File: src/rtl/calc_pkg.sv
// Shared definitions for the calculator sequencer: opcodes, error codes, FSM states.
package calc_pkg;

  localparam logic [3:0] OP_ADD = 4'd0;
  localparam logic [3:0] OP_SUB = 4'd1;
  localparam logic [3:0] OP_MUL = 4'd2;
  localparam logic [3:0] OP_DIV = 4'd3;
  localparam logic [3:0] OP_MOD = 4'd4;

  localparam logic [1:0] ERR_NONE  = 2'b00;
  localparam logic [1:0] ERR_OVF   = 2'b01;
  localparam logic [1:0] ERR_DIV0  = 2'b10;
  localparam logic [1:0] ERR_BADOP = 2'b11;

  typedef enum logic [1:0] {
    IDLE    = 2'd0,
    ISSUE   = 2'd1,
    RESPOND = 2'd2
  } calc_state_e;

endpackage

File: src/rtl/calc_settle_timer.sv
// 4-bit loadable down-counter; done is high whenever the count is zero.
module calc_settle_timer (
  input  logic       clk,
  input  logic       rst_n,
  input  logic       load,
  input  logic [3:0] load_val,
  input  logic       en,
  output logic       done
);

  logic [3:0] count;

  always_ff @(posedge clk or negedge rst_n) begin
    if (!rst_n) begin
      count <= 4'd0;
    end else if (load) begin
      count <= load_val;
    end else if (en && (count != 4'd0)) begin
      count <= count - 4'd1;
    end
  end

  assign done = (count == 4'd0);

endmodule

File: src/rtl/calc_sequencer.sv
// Command/response front-end for the combinational calculator datapath with a chaining accumulator.
// Optional CALC_SEQ_OPCHECK_EN rejects opcodes above OP_MOD at accept with ERR_BADOP.
module calc_sequencer
  import calc_pkg::*;
#(
  parameter int SETTLE_CYCLES = 2
) (
  input  logic        clk,
  input  logic        rst_n,
  input  logic        cmd_valid,
  output logic        cmd_ready,
  input  logic [3:0]  cmd_op,
  input  logic [15:0] cmd_a,
  input  logic [15:0] cmd_b,
  input  logic        cmd_chain,
  output logic [15:0] alu_a,
  output logic [15:0] alu_b,
  output logic [3:0]  alu_op,
  input  logic [31:0] alu_result,
  input  logic [1:0]  alu_error,
  output logic        rsp_valid,
  input  logic        rsp_ready,
  output logic [31:0] rsp_result,
  output logic [1:0]  rsp_error,
  output logic [31:0] acc
);

  if (SETTLE_CYCLES < 1 || SETTLE_CYCLES > 15) begin : g_bad_settle
    $error("calc_sequencer: SETTLE_CYCLES must be within 1..15");
  end

  localparam logic [3:0] SETTLE_LOAD = 4'(SETTLE_CYCLES - 1);

  calc_state_e state;
  logic        accept;
  logic        bad_op;
  logic        timer_load;
  logic        settle_done;

`ifdef CALC_SEQ_OPCHECK_EN
  assign bad_op = (cmd_op > OP_MOD);
`else
  assign bad_op = 1'b0;
`endif

  assign cmd_ready  = (state == IDLE);
  assign rsp_valid  = (state == RESPOND);
  assign accept     = cmd_valid && cmd_ready;
  assign timer_load = accept && !bad_op;

  calc_settle_timer u_timer (
    .clk      (clk),
    .rst_n    (rst_n),
    .load     (timer_load),
    .load_val (SETTLE_LOAD),
    .en       (state == ISSUE),
    .done     (settle_done)
  );

  always_ff @(posedge clk or negedge rst_n) begin
    if (!rst_n) begin
      state      <= IDLE;
      alu_a      <= 16'd0;
      alu_b      <= 16'd0;
      alu_op     <= 4'd0;
      rsp_result <= 32'd0;
      rsp_error  <= ERR_NONE;
      acc        <= 32'd0;
    end else begin
      case (state)
        IDLE: begin
          if (accept) begin
            if (bad_op) begin
              // Rejected opcode never reaches the datapath; answer immediately.
              rsp_result <= 32'd0;
              rsp_error  <= ERR_BADOP;
              state      <= RESPOND;
            end else begin
              // Chaining reuses only the low half of the accumulator.
              alu_a  <= cmd_chain ? acc[15:0] : cmd_a;
              alu_b  <= cmd_b;
              alu_op <= cmd_op;
              state  <= ISSUE;
            end
          end
        end
        ISSUE: begin
          if (settle_done) begin
            rsp_result <= alu_result;
            rsp_error  <= alu_error;
            if (alu_error == ERR_NONE) begin
              acc <= alu_result;
            end
            state <= RESPOND;
          end
        end
        RESPOND: begin
          if (rsp_ready) begin
            state <= IDLE;
          end
        end
        default: state <= IDLE;
      endcase
    end
  end

endmodule

File: config.mk
export PLATFORM = sky130hd
export DESIGN_NAME = calc_sequencer
export DESIGN_NICKNAME = d
export VERILOG_FILES = /design/src/rtl/calc_pkg.sv /design/src/rtl/calc_settle_timer.sv /design/src/rtl/calc_sequencer.sv
export SDC_FILE = /design/constraint.sdc
export NUM_CORES = 1
export LEC_CHECK = 0
export CAP_MARGIN = 20
export CORE_MARGIN = 1
export CORE_UTILIZATION = 43
export CTS_CLUSTER_SIZE = 8
export DETAILED_ROUTE_END_ITERATION = 16
export HOLD_SLACK_MARGIN = 0.02
export PLACE_DENSITY = 0.8
export SLEW_MARGIN = 15
export SYNTH_ARGS = -nofsm -noshare
export SYNTH_HDL_FRONTEND = slang
export SYNTH_SLANG_ARGS = --single-unit
File: constraint.sdc
create_clock -name clk -period 2.4 [get_ports clk]
set_clock_uncertainty 0.2 [all_clocks]
set_input_delay 0.24 -clock clk [delete_from_list [all_inputs] [get_ports clk]]
set_output_delay 0.24 -clock clk [all_outputs]
set_load 0.1 [all_outputs]
=== Word-level counts from Yosys, hierarchy flattened ===
Cells that the tools add are included.

* Flip-flop bits (word level): 108
* Word-level logic and storage cells: 32
* Output and inout port bits: 104

* Mux-type cells: 7
* Add/sub/neg operators: 1
* Eq/ne operators: 5
* Reductions and logical operators: 11

{| class="wikitable"
|+ Operators with widths
! operator !! number
|-
| $mux W16 || 1
|-
| $mux W4 || 2
|-
| $mux W2 || 3
|-
| $pmux W2 S3 || 1
|-
| $reduce_and A3 Y1 || 2
|-
| $logic_not A2 Y1 || 2
|-
| $logic_not A4 Y1 || 1
|-
| $ne A2 B1 Y1 const B || 2
|-
| $reduce_and A2 Y1 || 2
|-
| $reduce_bool A4 Y1 || 1
|-
| $sub A4 B1 Y4 const B || 1
|-
| $eq A2 B1 Y1 const B || 1
|-
| $eq A2 B2 Y1 const B || 1
|-
| $logic_and A1 B1 Y1 || 2
|-
| $ne A2 B2 Y1 const B || 1
|-
| $reduce_bool A2 Y1 || 1
|}

=== Longest topological paths before layout ===
* Word-level depth: 4
* Gate-level depth with buffers: 6
* Mapped depth without buffers: 5

=== By module ===
From an unflattened synthesis, not the netlist that was laid out.

* Cells, all modules: 292
* Area, all modules: 4,418.0 µm²

{| class="wikitable"
|+ Modules (own cells, without submodules)
! module !! instances !! cells each !! area each (µm²)
|-
| calc_sequencer || 1 || 265 || 4,147.7
|-
| calc_settle_timer || 1 || 27 || 270.3
|}

=== Worst setup path before layout ===
No wires, ideal clock.

* Path kind: reg2out
* Start point: reg state[0]
* End point: out cmd_ready
* Buffers on the path: 0
* Path slack: 265 ps
* Cell stages (with the launch flop): 2
* Arrival time: 1,695 ps
* Cell sequence: dfrtp_1 nor2_1

* Cells in the longest elaborated chain, start to end: 1

{| class="wikitable"
|+ Ends and longest elaborated chain
! what !! line !! source
|-
| start: declaration || calc_sequencer.sv:34 || <nowiki>calc_state_e state;</nowiki>
|-
| start signal: assignment || calc_sequencer.sv:62 || <nowiki>state <= IDLE;</nowiki>
|-
| start signal: assignment || calc_sequencer.sv:77 || <nowiki>state <= RESPOND;</nowiki>
|-
| start signal: assignment || calc_sequencer.sv:83 || <nowiki>state <= ISSUE;</nowiki>
|-
| $logic_not A2 Y1 || calc_sequencer.sv:46 || <nowiki>assign cmd_ready = (state == IDLE);</nowiki>
|-
| end: declaration || calc_sequencer.sv:11 || <nowiki>output logic cmd_ready,</nowiki>
|}

No other way between the ends.

=== Worst setup path after layout ===
* Start point: reg u_timer.count[0]
* End point: reg rsp_result[5]

* Cells in the longest elaborated chain, start to end: 2

{| class="wikitable"
|+ Ends and longest elaborated chain
! what !! line !! source
|-
| start: declaration || calc_settle_timer.sv:11 || <nowiki>logic [3:0] count;</nowiki>
|-
| start signal: assignment || calc_settle_timer.sv:17 || <nowiki>count <= load_val;</nowiki>
|-
| start signal: assignment || calc_settle_timer.sv:19 || <nowiki>count <= count - 4'd1;</nowiki>
|-
| $logic_not A4 Y1 || calc_settle_timer.sv:23 || <nowiki>assign done = (count == 4'd0);</nowiki>
|-
| $reduce_and A2 Y1 (no line) || - ||
|-
| end signal: assignment || calc_sequencer.sv:89 || <nowiki>rsp_result <= alu_result;</nowiki>
|-
| end: declaration || calc_sequencer.sv:23 || <nowiki>output logic [31:0] rsp_result,</nowiki>
|}

No other way between the ends.
A chain may end at the register's enable or synchronous reset.

==> results by group <==
Finish
  • Area growth, synth to finish: 44.10%
  • # diodes: 0
  • Util after Layout: between 60% and 70%
  • Filler cells: about 830
  • Final nets: 586
  • Fraction of layout cells with a size suffix above 1: a little under two fifths

Timing
  • Post-route minimum period: a little over 2 ns
  • Max Slew Vio Count: 0
  • Slew headroom: 54.33%
  • RSZ-0062 raised after global routing: no
  • Final period util: 86.40%
  • Worst-Margin Slew: a little under 0.7 ns
  • Max Freq: around 0.48 GHz
  • Final TNS setup: 0 ns
  • Final Hold Fails: 0
  • # setup viols final: 0

Worst setup path
  • Register-to-Register Setup Slack: approximately 0.33 ns
  • CP Capture Type: flip-flop
  • RR Endpoint: rsp_result[5]
  • CP Launch Point: u_timer.count[0]
  • WP data arrival: roughly 2.1 ns
  • Critical path type: reg2reg
  • Worst EP required: around 2.4 ns
  • CP Launch Type: flip-flop
  • Worst r2r src: u_timer.count[0]
  • Worst Setup EP: rsp_result[5]
  • CP Max Fanout: 35
  • FF-to-FF path depth: 5

Synthesis
  • Seq/Total Area, Yosys: roughly 63%
  • Ranking of synthesized cells by area: dfrtp_1 63%, mux2_2 17%, nand2_1 6.8%
  • Yosys warns: 0
  • Cells after Synth: roughly 330
  • Post-Syn Area: ~0.0043 sq mm
  • Syn avg cell area: around 13 sq um
  • Yosys cell types: 24
  • Synthesized Nets: 404
  • Synth Register Bits: ~110
  • Most area-hungry cell type in the Yosys netlist: dfrtp_1
  • Post-synth top area share: between 60% and 70%

Route
  • Number of routed nets with antenna violations: 0
  • Top Layer Used: met4
  • Drt pass-1 iters: 4
  • Met3 Wirelength: between 500 and 600 um
  • Routed WL per cell: 14.86 um
  • Vias per cell: between 4 and 5
  • WL met1: 3.987 mm
  • Routed via count: roughly 3.1k
  • Initial DRC Count: 67
  • Drt total wl: approximately 9.6 mm
  • DR WL met2: ~4.8 mm
  • Residual DRC: 0

Run
  • MaxCap Viol Count: 0

Die
  • Die Y-Extent: 102.0 um
  • Die ar.: between 0.01 and 0.015 sq mm
  • Width of the chip: approximately 100 um
  • Starting Density: about 44%
  • Core Box Area: about 0.01 sq mm
  • I/O pins: approximately 180
  • Row count: 36

Placed design
  • Post-DP HPWL: ~7 mm
  • GPL Wtd Cong: slightly below 0.8
  • Buffers on Ports: about 180

CTS
  • H-tree lvl count: 3
  • Clk buf depth: 2
  • Clk root buf: clkbuf_8
  • Worst skew pair latency: 0.36 ns
  • CTS clk-pin slew, worst paths: around 0.1 ns
  • CTS tree: yes
  • Total CTS buffers: 9
  • Num Clock Sinks: about 110
  • Postcts setup bufs: 0

GRT
  • Vias in the first global route: 3,086
  • All-Layer GR Usage: roughly a fifth
  • Total gr overflow: 0
  • First-pass GRT wire length: 15.16 mm
  • Initial antenna violation count: 0
  • Largest net degree at the start of global routing: between 50 and 60

Hold path
  • Hold WC Path Type: in2reg

Outcome
  • Outcome: finished, final reports clean
==> cell usage after synthesis (all sizes together) <==
library cell,number
ha,1
nand2,79
nand2b,2
or4bb,1
nand4,1
nor2,4
or3b,1
o21bai,1
a22o,1
o21ai,19
buf,10
mux2,66
dfrtp,108
and2b,1
a21o,1
nor3b,2
nand3,1
mux2i,19
clkbuf,6
inv,4
==> how the worst min path moves through the flow <==
stage               startpoint             end  cells after the start
floorplan                rst_n          acc[0]                      0
global placement         rst_n  rsp_result[17]                      1
detailed placement       rst_n  rsp_result[17]                      1
CTS                   cmd_b[6]        alu_b[6]                      3
global route          cmd_b[9]        alu_b[9]                      3
finish                cmd_b[6]        alu_b[6]                      3
==> sequential cells by signal (all words and copies together), names as in the netlist <==
name           cells
u_timer.count      4
alu_b             16
state              2
alu_a             16
acc               32
rsp_error          2
alu_op             4
rsp_result        32
==> layout make-up <==
| class | instances | area [sq um] | share of cell area [%] |
|---|---|---|---|
| sequential | 108 | 2703 | 43.60 |
| clock inverter | 6 | 93.84 | 1.514 |
| timing repair buffer | 187 | 1614 | 26.04 |
| tap | 133 | 166.4 | 2.685 |
| inverter | 4 | 15.01 | 0.2422 |
| clock buffer | 10 | 127.6 | 2.059 |
| multi-input combinational | 200 | 1479 | 23.86 |
==> routing by layer <==
layer,up-vias,GRT usage [%]
li1,1469,-
met1,1514,22.78
met2,115,32.99
met3,19,4.446
met4,0,8.571
met5,-,0
==> layout by cell type (no fill, tap or decap), types with 2 or more instances in the layout <==
master           instances
buf_4                  111
dfrtp_1                108
nand2_1                 78
clkdlybuf4s50_1         73
mux2_2                  64
o21ai_0                 19
mux2i_1                 19
clkbuf_8                 9
inv_1                    4
nor2_1                   4
nand2b_1                 2
mux2_1                   2
bufinv_16                2
inv_6                    2
buf_12                   2
==> metrics by stage <==
step | instance area [sq um] | setup WS, ns | hold WS [ns] | std cells
floorplan | 4302 | 0.2655 | -0.2556 | 328
global placement | 5967 | 0.3730 | 0.1194 | 631
detailed placement | 5967 | 0.2853 | 0.1263 | 631
CTS | 6198 | 0.2910 | 0.1892 | 648
global route | 6198 | 0.1484 | 0.2030 | 648
finish | 6198 | 0.3264 | 0.2043 | 648
==> repair_timing <==
action / in CTS / in global routing
hold buffers: 1 / 0
endpoints found under the hold margin: 50 / 0
resized for setup: 0 / 0
==> logic make-up after synthesis <==
kind of cell	synth area share [%]
adder cells (fa/ha/maj)	0.2908
multiplexers	21.70
buffers and inverters	2.908
AND/OR/NAND/NOR	9.512
AO/OA/AOI/OAI	2.763
flip-flops	62.83
==> worst max-delay path, cell delays in order (launching register included) <==
cell and delay, ns:
dfrtp_1 0.40, inv_1 0.08, ha_1 0.20, nor3b_4 0.33, nand2_4 0.34, mux2_1 0.41
Power is not shown: default switching activity piles up to over one toggle a cycle in this logic, so the estimate is an artifact.
